$ cat src/rtl/ifu_fetch_ctrl_pkg.sv
// ifu_fetch_ctrl_pkg
//   Shared definitions for the instruction-fetch controller: default address
//   map, FSM state encodings and the prefetch queue entry layout.
//   Optional feature macro used by the controller: IFU_EXC_EN.
package ifu_fetch_ctrl_pkg;

    localparam logic [31:0] IFU_RESET_PC = 32'h0000_3000;
    localparam logic [31:0] IFU_IM_BASE  = 32'h0000_3000;
    localparam int          IFU_IM_WORDS = 1024;

    // state | meaning
    // RUN   | normal fetching, one enq per cycle while the queue has room
    // HALT  | fetch address error seen; queue drains, waits for redirect
    localparam logic [0:0] ST_RUN  = 1'b0;
    localparam logic [0:0] ST_HALT = 1'b1;

    typedef struct packed {
        logic        exc;
        logic [31:0] pc;
        logic [31:0] inst;
    } fifo_entry_t;

    localparam int ENTRY_W = $bits(fifo_entry_t);

endpackage

$ cat src/rtl/ifu_fetch_ctrl_fifo.sv
// ifu_fifo
//   Synchronous DEPTH-entry queue of fetched {exc, pc, inst} entries.
//   Ports:
//     clk, reset_n  clock and asynchronous active-low reset
//     i_push        write i_data at the tail
//     i_pop         drop the head
//     i_flush       discard all entries (overrides push/pop)
//     i_data        entry to push
//     o_head        current head entry (undefined content when empty)
//     o_count       number of valid entries, 0..DEPTH
module ifu_fifo
    import ifu_fetch_ctrl_pkg::*;
#(
    parameter int DEPTH = 2
) (
    input  logic                      clk,
    input  logic                      reset_n,
    input  logic                      i_push,
    input  logic                      i_pop,
    input  logic                      i_flush,
    input  fifo_entry_t               i_data,
    output fifo_entry_t               o_head,
    output logic [$clog2(DEPTH):0]    o_count
);
    localparam int PW = $clog2(DEPTH);
    localparam int CW = PW + 1;

    fifo_entry_t   r_mem [DEPTH];
    logic [PW-1:0] r_wr_ptr;
    logic [PW-1:0] r_rd_ptr;
    logic [CW-1:0] r_count;

    always_ff @(posedge clk or negedge reset_n) begin
        if (!reset_n) begin
            r_wr_ptr <= '0;
            r_rd_ptr <= '0;
            r_count  <= '0;
            for (int i = 0; i < DEPTH; i++) begin
                r_mem[i] <= '0;
            end
        end else if (i_flush) begin
            r_wr_ptr <= '0;
            r_rd_ptr <= '0;
            r_count  <= '0;
        end else begin
            if (i_push) begin
                r_mem[r_wr_ptr] <= i_data;
                r_wr_ptr        <= r_wr_ptr + 1'b1;
            end
            if (i_pop) begin
                r_rd_ptr <= r_rd_ptr + 1'b1;
            end
            r_count <= r_count + CW'(i_push) - CW'(i_pop);
        end
    end

    assign o_head  = r_mem[r_rd_ptr];
    assign o_count = r_count;

endmodule

$ cat src/rtl/ifu_fetch_ctrl.sv
// ifu_fetch_ctrl
//   Owns the fetch PC, drives the instruction memory address and queues each
//   fetched word with its PC for decode over a valid/ready handshake.
//   Redirects flush the queue and restart fetching at the target.
//   Macro IFU_EXC_EN: enables the fetch address check (misaligned or outside
//   the IM window); a bad fetch queues a nop flagged with out_exc and halts
//   fetching until the next redirect. Without it, out_exc is always 0.
//   Ports:
//     clk, reset_n           clock, asynchronous active-low reset
//     im_addr / im_inst      IM byte address (fetch_pc - IM_BASE) / read data
//     redirect, redirect_pc  restart fetching at redirect_pc
//     out_valid/out_ready    head handshake to decode
//     out_inst/out_pc/out_exc head entry, zero when out_valid=0
module ifu_fetch_ctrl
    import ifu_fetch_ctrl_pkg::*;
#(
    parameter logic [31:0] RESET_PC = IFU_RESET_PC,
    parameter logic [31:0] IM_BASE  = IFU_IM_BASE,
    parameter int          IM_WORDS = IFU_IM_WORDS,
    parameter int          DEPTH    = 2
) (
    input  logic        clk,
    input  logic        reset_n,
    output logic [31:0] im_addr,
    input  logic [31:0] im_inst,
    input  logic        redirect,
    input  logic [31:0] redirect_pc,
    output logic        out_valid,
    input  logic        out_ready,
    output logic [31:0] out_inst,
    output logic [31:0] out_pc,
    output logic        out_exc
);
    localparam int CW = $clog2(DEPTH) + 1;
    localparam logic [32:0] IM_END = {1'b0, IM_BASE} + 33'(4 * IM_WORDS);
`ifdef IFU_EXC_EN
    localparam logic EXC_EN = 1'b1;
`else
    localparam logic EXC_EN = 1'b0;
`endif

    logic [31:0]   r_fetch_pc;
    logic [0:0]    r_state;

    logic          w_deq;
    logic          w_enq;
    logic          w_addr_bad;
    logic          w_exc;
    logic [CW-1:0] w_count;
    fifo_entry_t   w_push_data;
    fifo_entry_t   w_head;

    assign out_valid = (w_count != '0);
    assign w_deq     = out_valid & out_ready;
    assign w_enq     = !redirect && (r_state == ST_RUN) &&
                       ((w_count < CW'(DEPTH)) || w_deq);

    // 33-bit compare so the upper bound cannot wrap for windows near 4 GiB.
    assign w_addr_bad = (r_fetch_pc[1:0] != 2'b00) ||
                        (r_fetch_pc < IM_BASE) ||
                        ({1'b0, r_fetch_pc} >= IM_END);
    assign w_exc      = EXC_EN & w_addr_bad;

    assign w_push_data.exc  = w_exc;
    assign w_push_data.pc   = r_fetch_pc;
    assign w_push_data.inst = w_exc ? 32'h0 : im_inst;

    assign im_addr = r_fetch_pc - IM_BASE;

    always_ff @(posedge clk or negedge reset_n) begin
        if (!reset_n) begin
            r_fetch_pc <= RESET_PC;
            r_state    <= ST_RUN;
        end else if (redirect) begin
            r_fetch_pc <= redirect_pc;
            r_state    <= ST_RUN;
        end else if (w_enq) begin
            r_fetch_pc <= r_fetch_pc + 32'd4;
            if (w_exc) begin
                r_state <= ST_HALT;
            end
        end
    end

    // A same-cycle deq under redirect is irrelevant to the queue: the flush
    // empties it either way, and decode has already consumed the head.
    ifu_fifo #(
        .DEPTH (DEPTH)
    ) u_fifo (
        .clk     (clk),
        .reset_n (reset_n),
        .i_push  (w_enq),
        .i_pop   (w_deq),
        .i_flush (redirect),
        .i_data  (w_push_data),
        .o_head  (w_head),
        .o_count (w_count)
    );

    assign out_inst = out_valid ? w_head.inst : 32'h0;
    assign out_pc   = out_valid ? w_head.pc   : 32'h0;
    assign out_exc  = out_valid & EXC_EN & w_head.exc;

endmodule

$ cat config.mk
export PLATFORM = sky130hd
export DESIGN_NAME = ifu_fetch_ctrl
export DESIGN_NICKNAME = d
export VERILOG_FILES = /design/src/rtl/ifu_fetch_ctrl_pkg.sv /design/src/rtl/ifu_fetch_ctrl_fifo.sv /design/src/rtl/ifu_fetch_ctrl.sv
export SDC_FILE = /design/constraint.sdc
export NUM_CORES = 1
export LEC_CHECK = 0
export CAP_MARGIN = 15
export CORE_MARGIN = 1.5
export CORE_UTILIZATION = 30
export CTS_CLUSTER_DIAMETER = 80
export DETAILED_ROUTE_END_ITERATION = 6
export GPL_TIMING_DRIVEN = 0
export MAX_ROUTING_LAYER = met4
export PLACE_DENSITY = 0.56
export SYNTH_ARGS = -nofsm -noshare
export SYNTH_HDL_FRONTEND = slang
export SYNTH_SLANG_ARGS = --single-unit
$ cat constraint.sdc
create_clock -name clk -period 2.8 [get_ports clk]
set_input_delay 0.42 -clock clk [delete_from_list [all_inputs] [get_ports clk]]
set_output_delay 0.42 -clock clk [all_outputs]
set_load 0.005 [all_outputs]
### Word-level counts from Yosys, hierarchy flattened

Cells that the tools add are included.

| cells by class | value |
|---|---|
| $add $sub $neg | 6 |
| $lt $le $gt $ge | 4 |
| muxes and demuxes | 15 |
| bitwise operators | 4 |
| reductions and logical operators | 8 |

Operators by type and width:

| kind | number |
|---|---|
| $mux 64 | 3 |
| $bwmux 130 | 1 |
| $mux 32 | 4 |
| $demux 65 s1 | 1 |
| $mux 65 | 1 |
| $add 32x3->32 const B | 1 |
| $sub 32x14->32 const B | 1 |
| $reduce_bool 2->1 | 3 |
| $ge 2x2->1 const B | 2 |
| $mux 1 | 4 |
| $not 1->2 | 2 |
| $add 1x1->1 const B | 2 |
| $add 2x1->2 | 1 |
| $logic_and 1x1->1 | 2 |
| $lt 2x1->1 const B | 1 |
| $lt 2x2->1 const B | 1 |
| $mux 2 | 1 |
| $reduce_and 2->1 | 1 |
| $sub 2x1->2 | 1 |
| $and 1x1->1 | 1 |
| $logic_not 1->1 | 1 |
| $logic_or 1x1->1 | 1 |
| $not 1->1 | 1 |

| storage, ports and cells | value |
|---|---|
| register bits after elaboration | 166 |
| input bits | 68 |
| output and inout bits | 98 |

### Longest topological paths before layout

Gate-level depths: netlist of run 1.

| depth | value |
|---|---|
| depth in word-level cells | 7 |
| gate-level depth with buffers | 9 |
| gate-level depth less buffers | 9 |

### By module

A second synthesis of run 1 with hierarchy kept.

| second synthesis, totals | value |
|---|---|
| cells, all modules | 701 |
| area total of the unflattened synthesis | 8,725.9 µm² |

Modules (own cells, without submodules):

| module | times used | cells an instance | area an instance (µm²) |
|---|---|---|---|
| ifu_fifo | 1 | 363 | 6,023.3 |
| ifu_fetch_ctrl | 1 | 338 | 2,702.6 |

### Worst setup path before layout of run 1

OpenSTA, ideal clock, no wires.

| path | value |
|---|---|
| kind | register -> output |
| start point | register r_fetch_pc[17] |
| end point | output im_addr[22] |
| data arrival time | 2,024 ps |
| required time | 2,380 ps |
| slack | 356 ps |
| stages on the path, launching flop included | 7 |
| path buffers | 2 |
| cells stage by stage | dfrtp_1 -> buf_6 -> or4_4 -> or3_1 -> buf_2 -> or4_4 -> xnor2_2 |

| between the ends | value |
|---|---|
| longest elaborated chain between the ends | 1 |

Ends and longest elaborated chain:

| what | line | RTL |
|---|---|---|
| start: declaration | ifu_fetch_ctrl.sv:42 | `logic [31:0] r_fetch_pc;` |
| start signal: assignment | ifu_fetch_ctrl.sv:75 | `r_fetch_pc <= redirect_pc;` |
| start signal: assignment | ifu_fetch_ctrl.sv:78 | `r_fetch_pc <= r_fetch_pc + 32'd4;` |
| $sub 32x14->32 | ifu_fetch_ctrl.sv:68 | `assign im_addr = r_fetch_pc - IM_BASE;` |
| end: declaration | ifu_fetch_ctrl.sv:24 | `output logic [31:0] im_addr,` |

No other way between the ends.

### Worst setup path in the final report of run 1

| path | value |
|---|---|
| start point | register r_fetch_pc[16] |
| end point | output im_addr[22] |

Same word-level chain as after synthesis.

==> key figures, run 1 <==
Timing
  – Final Hold Vio Count: 0
  – Slew Limit Fails: 0
  – Final setup fails: 5
  – RSZ-0062 raised after global routing: yes
  – Final Cycle Share: 106%
  – Setup WS post-layout: -0.167 ns
  – Worst Tran Pin Value: 0.692 ns
  – Crit path time final: 2.97 ns
  – Worst rel slew slack: 53.9%
  – Max Freq: 337 MHz
  – Clock skew: 0.0130 ns

Floorplan
  – IO Pins: 166
  – Die area: 0.0284 mm²
  – Initial Util: 30.5%
  – Cell Rows: 60
  – Die height: 169 µm
  – Die Width: 169 µm
  – Core area: 0.0270 mm²

Drt
  – Via density: 4.84
  – Pre-Repair DR Iteration Count: 5
  – Routed Wire Length: 22.2 mm
  – Post-route DRC: 0
  – Drt initial violations: 319
  – Drt wl/cell: 17.4 µm
  – DRT antenna net count: 0
  – Vias: 6,180

Setup path
  – Worst reg2reg path endpoint: r_fetch_pc[16]
  – Arrival time worst endpoint: 2.55 ns
  – Type of origin of the critical path: register
  – RR Startpoint: r_fetch_pc[13]
  – Setup crit end kind: output pin
  – CP Data Required Time: 2.38 ns
  – Worst R2R Setup Slack: 0.27 ns
  – Worst R2R Path Depth: 7
  – CP max FO: 6
  – Kind of critical path: register to output pin

Layout
  – # nets final: 994
  – Finished Cell Area: 0.0111 mm²
  – Antenna Diode Count: 0
  – FILL cells: 2,647
  – Area Overhead vs Synth: 35.2%
  – Commonest non-fill, non-tap cells in the layout: 161 x dfrtp_1, 148 x clkdlybuf4s50_1, 127 x mux2_2
  – Share of cells above drive strength 1: 26.5%
  – Commonest non-fill, non-tap cell in the layout: dfrtp_1
  – Fin cells: 1,276

Outcome
  – Status: complete, but fails checks
  – Failing checks: setup timing

Placed design
  – IO buf count: 163
  – Pre-CTS WS: -0.607 ns
  – Placed cell count: 1,234
  – GPL Wtd Cong: 0.802
  – Placed inst area: 0.0103 mm²
  – DP HPWL: 15.3 mm

Synth
  – Ys flop type: dfrtp_1
  – Synth area leader: dfrtp_1
  – Post-Synthesis Cells: 729
  – Yosys top cell area share: 49.3%
  – Synthesized area per cell: 11.3 µm²
  – Top post-synthesis cells by area: dfrtp_1 49%, mux2_2 17%, mux2i_1 7.9%
  – Mapped Area: 0.00822 mm²
  – FFs w/ async S/R, synth: 100%
  – Yosys reg bits: 164
  – Synth cell types: 40
  – Register area share after synthesis: 49.9%
  – Syn nets: 801
  – Synthesis Warnings: 0
  – Post-synth EDFFs: 0

Global routing
  – Gr ovfl total: 0
  – Number of global-route vias before repair: 6,177
  – Gr usage total: 16.5%
  – Initial antenna violation count: 0
  – First-pass GRT wire length: 35.4 mm
  – Largest net degree at the start of global routing: 94

Hold path
  – Worst hold-check path type: input port to register
  – Hold worst-path end: r_fetch_pc[15]
  – Launch point of the worst hold path: redirect
  – Worst Hold Path Cells: 3

Clock network
  – H-Tree Depth: 4
  – CTS Buf Count: 17
  – Num Clock Sinks: 164
  – CTS Buffer Depth: 2
  – CTS tree: built
  – Clk_lat worst skew: 0.43 ns
  – Clock transition at the registers of the reported paths: 0.07 ns
  – Root Buffer: clkbuf_16

Power
  – Max rail drop VDD: 0.366 mV
  – Power Density: 905 mW/mm²
  – Pleak: 4.42 nW

Flow run
  – Max-Cap Viols: 0
-- registers in the layout (all words and copies together) (netlist names) --
| signal | flops |
|---|---|
| u_fifo.r_mem | 128 |
| r_fetch_pc | 32 |
| u_fifo.o_count | 2 |
| u_fifo.r_rd_ptr | 1 |
| u_fifo.r_wr_ptr | 1 |
-- cell type report --
type | count | area, µm² | share of cell area (%)
Multi-Input combinational cell | 486 | 3870 | 34.8
Inverter | 6 | 22.5 | 0.203
Tap cell | 341 | 427 | 3.84
Sequential cell | 164 | 4110 | 37.0
Buffer | 72 | 382 | 3.43
Clock buffer | 17 | 425 | 3.83
Timing Repair Buffer | 175 | 1730 | 15.6
Clock inverter | 15 | 146 | 1.32
-- repair_timing --
item                       CTS  global route
setup endpoints to repair  139            37
hold endpoints to repair    71             0
cloned                       0             0
pin swaps                    6            10
hold buffers                 1             0
gates resized for setup     73            29
buffers inserted             5             5
-- kinds of logic (layout without fill, tap and decap cells) --
| family | after synthesis | after routing | share of synthesized area (%) |
|---|---|---|---|
| adders and majority gates | 4 | 4 | 0.609 |
| AOI/OAI and AO/OA | 52 | 52 | 3.93 |
| muxes | 192 | 192 | 25.3 |
| buffers and inverters | 79 | 285 | 4.47 |
| xor gates and xnor gates | 31 | 31 | 3.39 |
| DFF | 164 | 164 | 49.9 |
| other | 1 | 1 | 0.0456 |
| and+or+nand+nor | 206 | 206 | 12.3 |
-- power breakdown --
part	leakage (nW)	internal (mW)	total, mW	switching [mW]
sequential	1.91	3.28	3.75	0.474
combinational	2.23	2.33	4.00	1.67
clock	0.281	1.25	2.31	1.06
-- cells in the mapped netlist, types with 2 or more instances --
library cell / n
a31oi_1: 17
and2_1: 2
and3_1: 2
and4_1: 2
buf_1: 11
buf_2: 12
buf_4: 13
clkbuf_1: 36
dfrtp_1: 162
dfstp_2: 2
ha_1: 4
inv_1: 6
mux2_2: 127
mux2i_1: 65
nand2_1: 29
nand3_1: 15
nand3b_1: 2
nand4_1: 11
nor2_1: 93
nor2b_1: 3
nor3_1: 5
nor4_1: 5
o21ai_0: 19
o31ai_1: 14
or3_1: 8
or4_1: 21
or4_4: 2
xnor2_1: 17
xor2_1: 13
-- per-layer routing --
metal,global-route usage (%),part of all wire (%),vias up,routed length (µm)
li1,-,-,2940,-
met1,22.6,48,3073,10700
met2,24.7,46,153,10200
met3,3.95,4.9,14,1090
met4,3.77,0.90,0,199
met5,-,0,-,0
-- stage by stage --
stage,setup TNS [ns],hold slack (ns),total power [mW],utilization [%]
2_1_floorplan,0,0.124,5.90,-
3_3_place_gp,-1001.37,0.461,7.78,38.1
3_5_place_dp,-49.05,0.424,7.83,38.3
4_1_cts,-1.83,0.486,10.2,40.9
5_1_grt,-1.30,0.504,10.7,41.2
6_report,-0.591,0.478,10.1,41.2
-- how the worst max path moves through the flow --
stage                         from           endpoint  slack [ns]  cells after the start
floorplan           r_fetch_pc[17]        im_addr[22]        0.36                      6
global placement           reset_n   u_fifo.r_mem[20]       -5.84                      1
detailed placement       out_ready  u_fifo.r_mem[112]       -0.61                      7
CTS                 r_fetch_pc[17]        im_addr[22]       -0.30                      7
global route        r_fetch_pc[15]        im_addr[22]       -0.23                      6
finish              r_fetch_pc[16]        im_addr[22]       -0.17                      6
-- worst max-delay path: stages, from the launching register on --
cell and delay [ns]:
dfrtp_2 0.44, or4_4 0.51, or3_1 0.34, buf_6 0.14, or4_4 0.43, xnor2_2 0.14, buf_2 0.13
Note: power is estimated with default switching activity, not from simulation.
==> run 2, diff against run 1 <==
--- a/config.mk
+++ b/config.mk
@@ -9,6 +9,7 @@
 export CORE_MARGIN = 1.5
 export CORE_UTILIZATION = 30
 export CTS_CLUSTER_DIAMETER = 80
+export CTS_CLUSTER_SIZE = 16
 export DETAILED_ROUTE_END_ITERATION = 6
 export GPL_TIMING_DRIVEN = 0
 export MAX_ROUTING_LAYER = met4
==> results of run 2 <==
The final DEF is identical to that of run 1; final timing and power are the same.
